<file path="config.mk">
export PLATFORM = sky130hd
export DESIGN_NAME = sync_fifo
export DESIGN_NICKNAME = d
export VERILOG_FILES = /design/src/rtl/sync_fifo_pkg.sv /design/src/rtl/sync_fifo_mem.sv /design/src/rtl/sync_fifo.sv
export SDC_FILE = /design/constraint.sdc
export NUM_CORES = 1
export LEC_CHECK = 0
export BUFFER_PORTS_ARGS = -buffer_cell sky130_fd_sc_hd__buf_2
export CAP_MARGIN = 20
export CORE_UTILIZATION = 60
export CTS_BUF_LIST = sky130_fd_sc_hd__clkbuf_4 sky130_fd_sc_hd__clkbuf_8 sky130_fd_sc_hd__clkbuf_16
export DETAILED_ROUTE_END_ITERATION = 8
export PLACE_DENSITY_LB_ADDON = 0.12
export SLEW_MARGIN = 30
export SYNTH_ARGS = -nofsm -noshare
export SYNTH_HDL_FRONTEND = slang
export SYNTH_HIERARCHICAL = 1
export SYNTH_SLANG_ARGS = --single-unit
export TNS_END_PERCENT = 50
</file>
<file path="constraint.sdc">
create_clock -name clk -period 3.2 [get_ports clk]
set_clock_uncertainty 0.2 [all_clocks]
set_input_delay 0.32 -clock clk [delete_from_list [all_inputs] [get_ports clk]]
set_output_delay 0.32 -clock clk [all_outputs]
set_load 0.02 [all_outputs]
</file>
<file path="src/rtl/sync_fifo_pkg.sv">
// Shared defaults and sizing helper for the sync_fifo block.
package sync_fifo_pkg;

    localparam int DEFAULT_DATA_WIDTH = 8;
    localparam int DEFAULT_DEPTH      = 8;

    // Pointer width: address bits plus one wrap bit.
    function automatic int ptr_w(input int depth);
        return $clog2(depth) + 1;
    endfunction

endpackage

</file>
<file path="src/rtl/sync_fifo_mem.sv">
// DEPTH x DATA_WIDTH register array with a synchronous write port and an
// asynchronous (combinational) read port.
module sync_fifo_mem #(
    parameter int DATA_WIDTH = 8,
    parameter int DEPTH      = 8,
    parameter int AW         = $clog2(DEPTH)
) (
    input  logic                  clk,
    input  logic                  we,
    input  logic [AW-1:0]         waddr,
    input  logic [DATA_WIDTH-1:0] wdata,
    input  logic [AW-1:0]         raddr,
    output logic [DATA_WIDTH-1:0] rdata
);

    logic [DATA_WIDTH-1:0] mem [DEPTH];

    always_ff @(posedge clk) begin
        if (we) mem[waddr] <= wdata;
    end

    assign rdata = mem[raddr];

endmodule

</file>
<file path="src/rtl/sync_fifo.sv">
// Single-clock FIFO with registered read data and full/empty flags.
// Define SYNC_FIFO_STATUS_EN to add count/almost_full/almost_empty outputs.
module sync_fifo
    import sync_fifo_pkg::*;
#(
    parameter int DATA_WIDTH = DEFAULT_DATA_WIDTH,
    parameter int DEPTH      = DEFAULT_DEPTH
) (
    input  logic                    clk,
    input  logic                    rst,
    input  logic                    w_en,
    input  logic                    r_en,
    input  logic [DATA_WIDTH-1:0]   data_in,
    output logic [DATA_WIDTH-1:0]   data_out,
    output logic                    full,
    output logic                    empty
`ifdef SYNC_FIFO_STATUS_EN
    ,
    output logic [ptr_w(DEPTH)-1:0] count,
    output logic                    almost_full,
    output logic                    almost_empty
`endif
);

    localparam int PW = ptr_w(DEPTH);
    localparam int AW = PW - 1;

    generate
        if (DEPTH < 2 || (DEPTH & (DEPTH - 1)) != 0) begin : g_bad_depth
            $error("sync_fifo: DEPTH must be a power of 2 and >= 2");
        end
    endgenerate

    logic [PW-1:0]         wr_ptr;
    logic [PW-1:0]         rd_ptr;
    logic [DATA_WIDTH-1:0] rd_data;
    logic                  wr_acc;
    logic                  rd_acc;

    // Flags come straight from the registered pointers; the wrap bit
    // distinguishes full from empty when the address bits match.
    assign empty  = (wr_ptr == rd_ptr);
    assign full   = (wr_ptr[AW-1:0] == rd_ptr[AW-1:0]) && (wr_ptr[AW] != rd_ptr[AW]);

    assign wr_acc = w_en && !full && !rst;
    assign rd_acc = r_en && !empty && !rst;

    sync_fifo_mem #(
        .DATA_WIDTH (DATA_WIDTH),
        .DEPTH      (DEPTH),
        .AW         (AW)
    ) u_mem (
        .clk   (clk),
        .we    (wr_acc),
        .waddr (wr_ptr[AW-1:0]),
        .wdata (data_in),
        .raddr (rd_ptr[AW-1:0]),
        .rdata (rd_data)
    );

    always_ff @(posedge clk) begin
        if (rst) begin
            wr_ptr   <= '0;
            rd_ptr   <= '0;
            data_out <= '0;
        end else begin
            if (wr_acc) wr_ptr <= wr_ptr + 1'b1;
            if (rd_acc) begin
                data_out <= rd_data;
                rd_ptr   <= rd_ptr + 1'b1;
            end
        end
    end

`ifdef SYNC_FIFO_STATUS_EN
    // Modular subtraction gives occupancy directly across pointer wrap.
    assign count        = wr_ptr - rd_ptr;
    assign almost_full  = (count >= PW'(DEPTH - 1));
    assign almost_empty = (count <= PW'(1));
`endif

endmodule

</file>
# Word level (Yosys, flattened, before mapping)

Memory sizes are Yosys's and may differ from the RTL's. A register that Yosys moved wholly into a read port is not among the register bits.
Index checks and enable logic that the tools add are counted.

Add/sub/neg operators: 2
Equal/unequal tests: 3
Multiplexer cells: 2
Reduce and logical (&&, ||, !) cells: 8

Operator list:

| kind                | number |
|---|---|
| $add 4x1->4 const B | 2 |
| $logic_and 1x1->1   | 5 |
| $eq 4x4->1          | 1 |
| $eq 3x3->1          | 1 |
| $logic_not 1->1     | 3 |
| $mux 1              | 2 |
| $ne 1x1->1          | 1 |

Register bits after elaboration: 8
Memory bits (writable): 64
Output and inout port bits: 10
Logic and storage cells: 18
Memories: 1

Memory list:

| memory    | words | width | read ports | clocked after memory_dff | write ports | line                | text |
|---|---|---|---|---|---|---|---|
| u_mem.mem | 8     | 8     | 1          | 1                        | 1           | sync_fifo_mem.sv:16 | `logic [DATA_WIDTH-1:0] mem [DEPTH];` |

# Longest topological paths before layout

Depth after elaboration: 7
Gate-level depth with buffers: 6

# Hierarchy

Netlist, hierarchy kept.

Modules (own cells, without submodules):

| module        | times used | cells each | area an instance (um2) |
|---|---|---|---|
| sync_fifo_mem | 1          | 106        | 2531.2 |
| sync_fifo     | 1          | 98         | 960.9 |

# Worst setup path after synthesis

OpenSTA, ideal clock, no wires.

Path kind: reg-to-reg
From: register wr_ptr[0]
To: memory u_mem.mem[4][0] (enable)
Library setup time: 0.383 ns
Arrival: 1.813 ns
Required time: 2.617 ns
Slack: 0.804 ns
Cell stages (with the launch flop): 6
Period minus slack after synthesis: 2.396 ns
Path through: dfxtp_1 -> xnor2_2 -> a41oi_2 -> nor2b_1 -> nand2_1 -> nor3_1

Longest elaborated chain between the ends: 7

Ends and longest elaborated chain:

| element                         | line                | text |
|---|---|---|
| start: declaration              | sync_fifo.sv:34     | `logic [PW-1:0] wr_ptr;` |
| start signal: assignment        | sync_fifo.sv:67     | `if (wr_acc) wr_ptr <= wr_ptr + 1'b1;` |
| $eq 3x3->1                      | sync_fifo.sv:43     | `assign full = (wr_ptr[AW-1:0] == rd_ptr[AW-1:0]) && (wr_ptr[AW] != rd_ptr[AW]);` |
| $logic_and 1x1->1               | sync_fifo.sv:43     |  |
| $logic_not 1->1                 | sync_fifo.sv:45     | `assign wr_acc = w_en && !full && !rst;` |
| $logic_and 1x1->1 (2 in series) | sync_fifo.sv:45     |  |
| named net wr_acc                | sync_fifo.sv:37     | `logic wr_acc;` |
| $mux 1                          | sync_fifo_mem.sv:19 | `if (we) mem[waddr] <= wdata;` |
| $mux 1 (not written as such)    | sync_fifo_mem.sv:19 |  |
| end: declaration                | sync_fifo_mem.sv:16 |  |

The timed path passes the listed nets, and every way through them passes these cells.

# Worst setup path in the final report

From: register wr_ptr[1]
To: memory u_mem.mem[3][6] (enable)

Same word-level chain as after synthesis.

==> impl_metrics.csv <==
group,metric,value,unit
power,power_density,560.3,nW/um2
timing,tightest_slew,0.7041,ns
synth,synthArstFlopShare,0,
synth,synth.cell_area,3492,um2
route,vias,1827,
layout,layout-drive-gt1-share,0.2845,
timing,period_needed,2.553,ns
run,drv_cap,0,
grt,antenna_found_initial,0,
critical_path,r2r_cells,5,
clock_tree,cts-buffers-inserted,9,
timing,hold_viol_final,0,
synth,syn_inst,204,
timing,setup_viol,0,
floorplan,die_w,78.29,um
critical_path,worstSetupPathType,"flip-flop to flip-flop",
critical_path,cp-startpoint,"wr_ptr[1]$_SDFFE_PP0P_",
place,gp_congestion,0.8387,
status,run_status,"finished, final reports clean",
place,preCtsSetupSlack,0.6821,ns
critical_path,crit_path_end_kind,"flip-flop",
synth,synth-seq-cells,80,
critical_path,arrival,2.33,ns
layout,num-fill-cells,371,
route,ant_nets,0,
floorplan,dieArea,6129,um2
grt,overflow,0,
timing,setup_tns,0,ns
layout,layout_common_cells,"edfxtp_1, nand2b_1, buf_2",
power,power_leakage,1.341,nW
power,ir_drop,369.6,uV
clock_tree,root_buffer,"clkbuf_8",
timing,slew_headroom,0.5289,
grt,grt_pass1_vias,1789,
place,dpl.hpwl,4322,um
grt,grt_usage,0.2236,
layout,finalNetCount,248,
clock_tree,htreeDepth,3,
clock_tree,ctsHoldBuffers,0,
clock_tree,path_clk_slew,0.09,ns
critical_path,reg2reg_slack,0.65,ns
clock_tree,cts_tree,"built",
floorplan,core_area,5574,um2
critical_path,critical_path.max_fanout,9,
synth,synth.net_count,218,
grt,grt_pass1_wl,9653,um
route,drc_errors,0,
layout,final_common_cell,"edfxtp_1",
synth,synth-edff-count,64,
grt,grt_max_degree,37,
timing,fmax,391.7,MHz
synth,yosysTopAreaCell,"edfxtp_1",
synth,yosys-top-cells-area,"edfxtp_1, mux4_1, dfxtp_1",
hold_path,hold_class,"input pin to flip-flop",
synth,synth-main-ff-cell,"edfxtp_1",
critical_path,cp.required,2.97,ns
synth,yosysSeqAreaShare,0.6421,
synth,synth_area_per_cell,17.12,um2
route,drt-pass1-iter-count,5,
clock_tree,cts_setup_buffers,0,
timing,fin_hold_ws,0.07391,ns
synth,yosys_warnings,6,
timing,fin_crit_sh,0.7977,
floorplan,start_util,0.6265,
critical_path,r2r-end,"u_mem/mem[3][6]$_DFFE_PP_",
route,routed_wl,6281,um
floorplan,fp-row-count,27,
route,wl_per_cell,20.20,um
layout,fin_util,0.6918,
synth,synth_cell_type_count,31,
timing,rsz0062_at_grt,"no",
synth,synth_top_area_share,0.5503,
critical_path,r2r_start,"wr_ptr[1]$_SDFFE_PP0P_",
layout,areaGrowthSynthToFinish,10.43,%
clock_tree,clockBufferDepth,2,
critical_path,endpoint,"u_mem/mem[3][6]$_DFFE_PP_",
clock_tree,clock_latency,0.34,ns
critical_path,start_kind,"flip-flop",
place,io_buffers,21,
timing,drv_slew,0,
floorplan,die_y,78.29,um
route,drtIter0Drc,84,
floorplan,num_io_pins,22,
route,via_per_inst,5.875,
layout,diodes,0,
timing,setup_ws,0.6473,ns
clock_tree,ctsResizeCount,0,
clock_tree,cts_sinks,80,
stage by stage:
| stage | total power, mW | cells | instance area, um2 |
|---|---|---|---|
| 5_1_grt | 2.242 | 311 | 3856 |
| 6_report | 2.161 | 311 | 3856 |
| 4_1_cts | 2.172 | 311 | 3856 |
| 3_5_place_dp | 1.522 | 295 | 3679 |
| 3_3_place_gp | 1.512 | 295 | 3679 |
| 2_1_floorplan | 1.443 | 204 | 3492 |
synthesized netlist by cell type, types with 3 or more instances:
cell type and instances:
nor2b_1 7, mux2i_1 11, dfxtp_1 16, mux4_1 15, nand2_1 5, mux2_2 12, edfxtp_1 64, nor3_1 4
xnor2_2 4, clkbuf_1 4, nor2_1 12, nand2b_1 23, buf_2 3
worst max-delay path, cell delays in order (launching register included):
cell,delay [ns]
dfxtp_1,0.53
xnor2_2,0.19
a41oi_2,0.27
nor2b_1,0.23
nand2b_1,0.18
nor2_1,0.58
final cells by class:
cell class | instances | area [um2] | share of cell area
clock buffers | 9 | 123.9 | 0.03212
inverters | 2 | 7.507 | 0.001947
clock inverters | 7 | 53.80 | 0.01395
well taps | 72 | 90.09 | 0.02336
flip-flops and latches | 80 | 2242 | 0.5814
repair buffers | 30 | 172.7 | 0.04478
multi-input cells | 111 | 1166 | 0.3024
flip-flops by register name, indices dropped and copies added (netlist names):
register   count
data_out       8
rd_ptr         4
wr_ptr         4
u_mem/mem     64
per-layer routing:
metal,up-vias,GRT usage,share of wire
met3,9,0.04535,0.057
met2,67,0.3421,0.48
met1,892,0.3132,0.44
met4,0,0.1000,0.017
met5,-,0,0
li1,859,-,-
power by group:
part / leakage, nW / internal, mW / switching, mW / total, mW
combinational: 0.550 / 0.149 / 0.172 / 0.321
sequential: 0.709 / 1.16 / 0.0207 / 1.18
clock: 0.0827 / 0.288 / 0.376 / 0.664
total: 1.34 / 1.59 / 0.568 / 2.16
cell families (layout without fill, tap and decap cells):
| family | Yosys count | after routing | share of synthesized area |
|---|---|---|---|
| compound gates | 7 | 7 | 0.02257 |
| xor+xnor | 5 | 5 | 0.02114 |
| fa+ha+maj | 2 | 2 | 0.007165 |
| buf+inv | 13 | 48 | 0.02400 |
| flops | 80 | 80 | 0.6421 |
| mux | 40 | 40 | 0.1938 |
| simple gates | 57 | 57 | 0.08922 |
worst min path at each step:
| stage | depth (start not counted) | endpoint | start |
|---|---|---|---|
| global route | 1 | u_mem/mem[3][1]$_DFFE_PP_ | data_in[1] |
| detailed placement | 2 | data_out[5]$_SDFFE_PP0P_ | data_out[5]$_SDFFE_PP0P_ |
| finish | 1 | u_mem/mem[2][2]$_DFFE_PP_ | data_in[2] |
| CTS | 1 | u_mem/mem[2][2]$_DFFE_PP_ | data_in[2] |
| floorplan | 0 | u_mem/mem[0][0]$_DFFE_PP_ | data_in[0] |
| global placement | 2 | data_out[2]$_SDFFE_PP0P_ | data_out[2]$_SDFFE_PP0P_ |
No activity file was read; power rests on OpenSTA's default activity.
